[src/rtl/muldiv_ctrl.sv]
// -----------------------------------------------------------------------------
// muldiv_ctrl
//   Sequencing controller for the HI/LO register in the execute stage.
//   Accepts MULT/MULTU/DIV/DIVU/MTHI/MTLO. Runs a MUL_LAT-cycle multiply or a
//   32-iteration restoring divider, holds the front of the pipeline while busy,
//   and drives the HI/LO write port.
//
// Ports
//   clk          clock
//   rst          synchronous active-high reset
//   op_valid     E stage holds a HI/LO-writing instruction (held while stalled)
//   op[2:0]      000 MULT, 001 MULTU, 010 DIV, 011 DIVU, 100 MTHI, 101 MTLO
//   src_a[31:0]  rs operand (dividend / multiplicand / MT source)
//   src_b[31:0]  rt operand (divisor / multiplier)
//   flush        cancel the E-stage instruction; overrides everything
//   stall_o      freeze F/D/E stages
//   hilo_we      HI/LO write enable
//   hilo_select  00 write both, 11 HI only, 10 LO only
//   hilo_wdata   {HI,LO} write data
//   div_zero     one-cycle pulse when a divide by zero completes
// -----------------------------------------------------------------------------
module muldiv_ctrl #(
  parameter int MUL_LAT = 2
) (
  input  logic        clk,
  input  logic        rst,
  input  logic        op_valid,
  input  logic [2:0]  op,
  input  logic [31:0] src_a,
  input  logic [31:0] src_b,
  input  logic        flush,
  output logic        stall_o,
  output logic        hilo_we,
  output logic [1:0]  hilo_select,
  output logic [63:0] hilo_wdata,
  output logic        div_zero
);

  typedef enum logic [1:0] {
    S_IDLE = 2'd0,
    S_MUL  = 2'd1,
    S_DIV  = 2'd2,
    S_DONE = 2'd3
  } state_t;

  // Counter must hold both MUL_LAT-1 and the 31 divide iterations.
  localparam int CNT_W = (MUL_LAT > 32) ? $clog2(MUL_LAT) : 5;
  localparam logic [CNT_W-1:0] CNT_MUL  = CNT_W'(MUL_LAT - 1);
  localparam logic [CNT_W-1:0] CNT_DIV  = CNT_W'(31);
  localparam logic [CNT_W-1:0] CNT_ZERO = {CNT_W{1'b0}};

  state_t           state_r, state_nxt_s;
  logic [CNT_W-1:0] cnt_r;
  logic [31:0]      a_r;        // multiplicand
  logic [31:0]      b_r;        // multiplier or divisor magnitude
  logic [31:0]      rem_r;      // partial remainder
  logic [31:0]      quo_r;      // dividend magnitude shifting out, quotient shifting in
  logic             signed_r;
  logic             neg_q_r;
  logic             neg_r_r;
  logic             zero_r;
  logic [63:0]      result_r;

  // Decode of the instruction presented in IDLE.
  logic        is_muldiv_s, is_mul_s, is_signed_s, accept_s, cnt_done_s;
  logic [31:0] a_mag_s, b_mag_s;

  assign is_muldiv_s = (op[2] == 1'b0);
  assign is_mul_s    = (op[2:1] == 2'b00);
  assign is_signed_s = (op[0] == 1'b0);
  assign accept_s    = (state_r == S_IDLE) && op_valid && !flush && is_muldiv_s;
  assign cnt_done_s  = (cnt_r == CNT_ZERO);
  assign a_mag_s     = (is_signed_s && src_a[31]) ? (32'd0 - src_a) : src_a;
  assign b_mag_s     = (is_signed_s && src_b[31]) ? (32'd0 - src_b) : src_b;

  // One restoring division step: shift in the next dividend bit, trial subtract.
  logic [32:0] rem_sh_s;
  logic [33:0] sub_s;
  logic        q_bit_s;
  logic [31:0] rem_step_s, quo_step_s, rem_fix_s, quo_fix_s;

  assign rem_sh_s   = {rem_r, quo_r[31]};
  assign sub_s      = {1'b0, rem_sh_s} - {2'b00, b_r};
  assign q_bit_s    = ~sub_s[33];
  assign rem_step_s = q_bit_s ? sub_s[31:0] : rem_sh_s[31:0];
  assign quo_step_s = {quo_r[30:0], q_bit_s};
  // Sign fix-up on the final step; the quotient of 0x80000000/-1 wraps to itself.
  assign quo_fix_s  = neg_q_r ? (32'd0 - quo_step_s) : quo_step_s;
  assign rem_fix_s  = neg_r_r ? (32'd0 - rem_step_s) : rem_step_s;

  // 64x64 multiply of the extended operands; the low half is the exact product.
  logic [63:0] prod_s;
  assign prod_s = {{32{signed_r & a_r[31]}}, a_r} * {{32{signed_r & b_r[31]}}, b_r};

  // State register.
  always_ff @(posedge clk) begin
    if (rst) begin
      state_r <= S_IDLE;
    end else begin
      state_r <= state_nxt_s;
    end
  end

  // Operand latching, iteration counter and result datapath.
  always_ff @(posedge clk) begin
    if (rst) begin
      cnt_r    <= CNT_ZERO;
      a_r      <= 32'd0;
      b_r      <= 32'd0;
      rem_r    <= 32'd0;
      quo_r    <= 32'd0;
      signed_r <= 1'b0;
      neg_q_r  <= 1'b0;
      neg_r_r  <= 1'b0;
      zero_r   <= 1'b0;
      result_r <= 64'd0;
    end else begin
      case (state_r)
        S_IDLE: begin
          if (accept_s) begin
            signed_r <= is_signed_s;
            neg_q_r  <= is_signed_s && (src_a[31] ^ src_b[31]);
            neg_r_r  <= is_signed_s && src_a[31];
            zero_r   <= !is_mul_s && (src_b == 32'd0);
            a_r      <= src_a;
            rem_r    <= 32'd0;
            if (is_mul_s) begin
              b_r   <= src_b;
              quo_r <= 32'd0;
              cnt_r <= CNT_MUL;
            end else begin
              b_r   <= b_mag_s;
              quo_r <= a_mag_s;
              cnt_r <= (src_b == 32'd0) ? CNT_ZERO : CNT_DIV;
            end
          end
        end
        S_MUL: begin
          if (cnt_done_s) begin
            result_r <= prod_s;
          end else begin
            cnt_r <= cnt_r - {{(CNT_W-1){1'b0}}, 1'b1};
          end
        end
        S_DIV: begin
          rem_r <= rem_step_s;
          quo_r <= quo_step_s;
          if (cnt_done_s) begin
            result_r <= {rem_fix_s, quo_fix_s};
          end else begin
            cnt_r <= cnt_r - {{(CNT_W-1){1'b0}}, 1'b1};
          end
        end
        default: begin
          cnt_r <= cnt_r;
        end
      endcase
    end
  end

  // Next-state logic; flush returns to IDLE from anywhere.
  always_comb begin
    state_nxt_s = state_r;
    if (flush) begin
      state_nxt_s = S_IDLE;
    end else begin
      case (state_r)
        S_IDLE: begin
          if (accept_s) begin
            if (is_mul_s) begin
              state_nxt_s = S_MUL;
            end else if (src_b == 32'd0) begin
              state_nxt_s = S_DONE;
            end else begin
              state_nxt_s = S_DIV;
            end
          end else begin
            state_nxt_s = S_IDLE;
          end
        end
        S_MUL, S_DIV: begin
          if (cnt_done_s) begin
            state_nxt_s = S_DONE;
          end else begin
            state_nxt_s = state_r;
          end
        end
        S_DONE:  state_nxt_s = S_IDLE;
        default: state_nxt_s = S_IDLE;
      endcase
    end
  end

  // Output decode: stall while accepting/busy, MT writes in IDLE, result write in DONE.
  always_comb begin
    stall_o     = 1'b0;
    hilo_we     = 1'b0;
    hilo_select = 2'b00;
    hilo_wdata  = 64'd0;
    div_zero    = 1'b0;
    case (state_r)
      S_IDLE: begin
        if (accept_s) begin
          stall_o = 1'b1;
        end else if (op_valid && !flush && (op == 3'b100)) begin
          hilo_we     = 1'b1;
          hilo_select = 2'b11;
          hilo_wdata  = {src_a, 32'd0};
        end else if (op_valid && !flush && (op == 3'b101)) begin
          hilo_we     = 1'b1;
          hilo_select = 2'b10;
          hilo_wdata  = {32'd0, src_a};
        end else begin
          stall_o = 1'b0;
        end
      end
      S_MUL, S_DIV: begin
        stall_o = !flush;
      end
      S_DONE: begin
        if (flush) begin
          hilo_we = 1'b0;
        end else if (zero_r) begin
          div_zero = 1'b1;
        end else begin
          hilo_we    = 1'b1;
          hilo_wdata = result_r;
        end
      end
      default: begin
        stall_o = 1'b0;
      end
    endcase
  end

endmodule

[config.mk]
export PLATFORM = sky130hd
export DESIGN_NAME = muldiv_ctrl
export DESIGN_NICKNAME = d
export VERILOG_FILES = /design/src/rtl/muldiv_ctrl.sv
export SDC_FILE = /design/constraint.sdc
export NUM_CORES = 2
export LEC_CHECK = 0
export BUFFER_PORTS_ARGS = -buffer_cell sky130_fd_sc_hd__buf_2
export CORE_MARGIN = 2
export CORE_UTILIZATION = 45
export DETAILED_ROUTE_END_ITERATION = 8
export GPL_ROUTABILITY_DRIVEN = 0
export SLEW_MARGIN = 10
export SYNTH_ARGS = -nofsm -noshare
export SYNTH_HDL_FRONTEND = slang
export SYNTH_SLANG_ARGS = --single-unit
[constraint.sdc]
create_clock -name clk -period 23.1 [get_ports clk]
set_clock_uncertainty 0.2 [all_clocks]
set_input_delay 1.155 -clock clk [delete_from_list [all_inputs] [get_ports clk]]
set_output_delay 1.155 -clock clk [all_outputs]
set_load 0.02 [all_outputs]
==> tab_implementation.tex <==
\begin{tabular}{lr}
\hline
Metric & Value \\
\hline
\multicolumn{2}{l}{\textbf{Drt}} \\
Drt total wl & 154 mm \\
Met2 Routed Length & 74.0 mm \\
Number of detailed-route iterations in the first pass & 5 \\
Vias & about 41000 \\
Via/cell ratio & 5.50 \\
Number of violations reported at the end of detailed-routing iteration 0 & 3045 \\
Residual antenna-violating net count after detailed routing & 0 \\
Routed length on met3 & 10.2 mm \\
Post-route DRC & 0 \\
Routed length on met1 & 64.4 mm \\
Per-cell routed wire length & 20.6 um \\
Highest metal layer with signal wires & met5 \\
\multicolumn{2}{l}{\textbf{Worst setup path}} \\
Capturing point of the worst reg2reg path & result\_r[60]\$\_SDFFE\_PP0P\_ \\
Setup crit start kind & register \\
Critical path data required time & $\sim$23 ns \\
Cell occurring most often along the worst timing path & fa\_1 \\
Critical-path top delay cell & dfxtp\_1 \\
Critical path class & reg -> reg \\
Cell family contributing the most delay on the critical path & adder cells \\
Origin of the critical flop-to-flop path & signed\_r\$\_SDFFE\_PP0P\_ \\
Critical path data arrival time & 10.03 ns \\
Largest driver fanout on the critical path & 22 \\
Maximum cell stage delay along the critical path & a little under 0.9 ns \\
Register-to-Register Setup Slack & 13.36 ns \\
Crit. End Element & register \\
Buffering stage count on the worst path with inverters included & 5 \\
Depth of the worst register-to-register path & 28 \\
\multicolumn{2}{l}{\textbf{Global routing}} \\
Remaining Overflow, GRT & 0 \\
First-pass GRT wire length & between 200 and 250 mm \\
Vias in the first global route & $\sim$43000 \\
GRT Util Overall & 0.268 \\
Pin count of the biggest net entering global routing & 114 \\
Number of antenna violations at the first check in global routing & 6 \\
\multicolumn{2}{l}{\textbf{Floorplanning}} \\
Y dimension of the die & about 340 um \\
Die X-Extent & 343 um \\
Effective utilization at floorplan & 0.453 \\
IO Pins & 140 \\
Area of the placeable core & roughly 110000 um\^{}2 \\
Die Footprint & roughly 120000 um\^{}2 \\
Std-Cell Rows & between 100 and 150 \\
\multicolumn{2}{l}{\textbf{Placement}} \\
Final HPWL from detailed placement & $\sim$120 mm \\
Number of cells in the design after placement & 7437 \\
Count of input and output buffers & roughly 140 \\
\multicolumn{2}{l}{\textbf{Logic synthesis}} \\
Leading post-synthesis cells by instance count & inv\_1, fa\_1, nand2\_1 \\
Most used standard cell by instance count after synthesis & inv\_1 \\
Number of flops mapped to enable cells by yosys & 0 \\
Post-synthesis cell count & 6072 \\
Sequential share of the synthesized area & 0.0786 \\
Area leader, netlist & fa\_1 \\
Synth async-reset ratio & 0 \\
Ranking of synthesized cells by area & fa\_1, inv\_1, dfxtp\_1 \\
Count of cell types in the netlist & 82 \\
Primary flip-flop cell chosen by synthesis mapping & dfxtp\_1 \\
Area share of the leading cell type in the synthesized netlist & 0.436 \\
Mapped Area & 51700 um\^{}2 \\
Syn nets & 7523 \\
Synth warn & 0 \\
Post-synthesis register bit count & just over 200 \\
Mean post-synth cell area & 8.51 um\^{}2 \\
\multicolumn{2}{l}{\textbf{Min path}} \\
Class of the tightest hold or removal check & reg -> reg \\
Count of cells along the worst hold path & 2 \\
Worst Hold Path EP & a\_r[16]\$\_SDFFE\_PP0P\_ \\
Min-delay src & a\_r[16]\$\_SDFFE\_PP0P\_ \\
\multicolumn{2}{l}{\textbf{Clocking}} \\
Resize count post-CTS & 0 \\
Maximum clock insertion buffer count & 3 \\
TritonCTS buffer count & 24 \\
CTS root buf & clkbuf\_16 \\
Clock Sinks & 203 \\
CTS tree & done \\
H-tree Lvls & 1 \\
Clock latency on the worst-skew pair & approximately 0.6 ns \\
Buffers inserted by post-CTS timing repair & 0 \\
Cts hold-fix bufs & 0 \\
Clk pin slew, worst setup/hold paths & 0.07 ns \\
\multicolumn{2}{l}{\textbf{Pwr}} \\
Static power due to leakage & approximately 26 nW \\
Power per standard cell area & 22.4 nW/um\^{}2 \\
Highest ir drop seen on vdd & 0.0498 mV \\
\multicolumn{2}{l}{\textbf{Cells and area}} \\
Area added between synthesis and finish & 5.37\% \\
Fill cell instance count of the final layout & 11286 \\
Share of post-route cells with drive strength above 1 & 0.0561 \\
Post-layout instance count excluding filler cells & approximately 7500 \\
Nets & 7402 \\
\multicolumn{2}{l}{\textbf{Timing}} \\
Final Critical Period & 9.74 ns \\
Share of the clock period used by the worst path after layout & 0.421 \\
Final hold violation count & 0 \\
Tightest Pin Transition & 1.02 ns \\
Final count of pins violating max slew & 0 \\
Finish-stage setup viols & 0 \\
Slew HR & 0.317 \\
Unrepaired setup endpoints after global routing & false \\
Total negative slack & 0 ns \\
Max Fclk & 103 MHz \\
\multicolumn{2}{l}{\textbf{Outcome}} \\
Result of the run & finished clean \\
\multicolumn{2}{l}{\textbf{Run}} \\
Maximum Capacitance Violations & 0 \\
\hline
\end{tabular}
metrics by stage:
stage / power, mW / instance area, um^2 / utilization / hold slack [ns] / setup WS [ns]
CTS: 1.22 / 54500 / 0.477 / 0.257 / 13.41
global placement: 0.797 / 53600 / 0.470 / 0.243 / 13.61
global route: 1.28 / 54500 / 0.477 / 0.271 / 12.76
finish: 1.22 / 54500 / 0.477 / 0.255 / 13.36
detailed placement: 0.799 / 53600 / 0.470 / 0.247 / 13.47
floorplan: 0.650 / 51700 / - / 0.236 / 14.94
final cells by class:
class / instances / area (um^2) / share of cell area
Clock buffer: 33 / 694 / 0.0127
Sequential cell: 203 / 4070 / 0.0747
Multi-Input combinational cell: 4290 / 41800 / 0.766
Antenna cell: 2 / 5.00 / 0.0000919
Tap cell: 1512 / 1890 / 0.0347
Clock inverter: 9 / 129 / 0.00237
Timing Repair Buffer: 239 / 1450 / 0.0267
Inverter: 1193 / 4480 / 0.0822
power by group:
part	total (mW)	switching (mW)	internal [mW]
registers	0.374	0.0135	0.361
logic	0.426	0.290	0.136
clock network	0.420	0.186	0.234
total	1.22	0.489	0.731
worst register-to-register path, delay by kind of cell, from the launching register on:
family	cells	cell delay, ns
xor+xnor	1	0.09
fa+ha+maj	9	4.41
buf+inv	5	0.79
compound gates	11	2.43
flops	1	0.89
simple gates	2	0.81
cell families (layout without fill, tap and decap cells):
group                    after synthesis  after routing  synth area share
AND/OR/NAND/NOR                     1924           1924             0.171
buffers and inverters               1579           1474             0.115
adder cells (fa/ha/maj)             1380           1380             0.497
AO/OA/AOI/OAI                        766            766            0.0997
flip-flops                           203            203            0.0786
XOR/XNOR                             200            200            0.0339
multiplexers                          20             20           0.00404
other                                  0              2                 0
routing by layer:
layer | up-vias | GRT usage
li1 | 18353 | -
met4 | 8 | 0.0813
met3 | 268 | 0.0347
met2 | 1375 | 0.451
met5 | - | 0
met1 | 21118 | 0.362
worst max-delay path by stage:
| stage | start | to | slack [ns] | cells past startpoint |
|---|---|---|---|---|
| after floorplan | b_r[6]$_SDFFE_PP0P_ | result_r[60]$_SDFFE_PP0P_ | 14.94 | 29 |
| after global placement | signed_r$_SDFFE_PP0P_ | result_r[60]$_SDFFE_PP0P_ | 13.61 | 28 |
| after detailed placement | signed_r$_SDFFE_PP0P_ | result_r[60]$_SDFFE_PP0P_ | 13.47 | 28 |
| after CTS | signed_r$_SDFFE_PP0P_ | result_r[60]$_SDFFE_PP0P_ | 13.41 | 28 |
| after global routing | signed_r$_SDFFE_PP0P_ | result_r[60]$_SDFFE_PP0P_ | 12.76 | 28 |
| final | signed_r$_SDFFE_PP0P_ | result_r[60]$_SDFFE_PP0P_ | 13.36 | 28 |
registers in the layout, summed over array words and instances, names as in the netlist, 2 cells and up:
| signal | flops |
|---|---|
| a_r | 32 |
| b_r | 32 |
| cnt_r | 5 |
| quo_r | 32 |
| rem_r | 32 |
| result_r | 64 |
| state_r | 2 |
cell usage in the layout, fill, tap and decap left out, types with 18 or more instances in the layout:
cell type  count
and2_1       356
xnor2_1       97
nand3_1       36
nor3_1        75
a22oi_1       89
nor2_1       342
a221oi_1      40
dfxtp_1      197
a211oi_1      65
nand2_1      917
and3_1        35
buf_2        138
clkbuf_16     24
a21oi_1      196
fa_1        1126
a31oi_1       25
xor2_1       103
inv_1       1192
o21ai_0      116
or3_1         22
o31ai_1       30
or4_1         18
o211ai_1      22
buf_4        100
o21a_1        20
a21o_1        32
ha_1         252
Note: power is estimated with default switching activity, not from simulation.
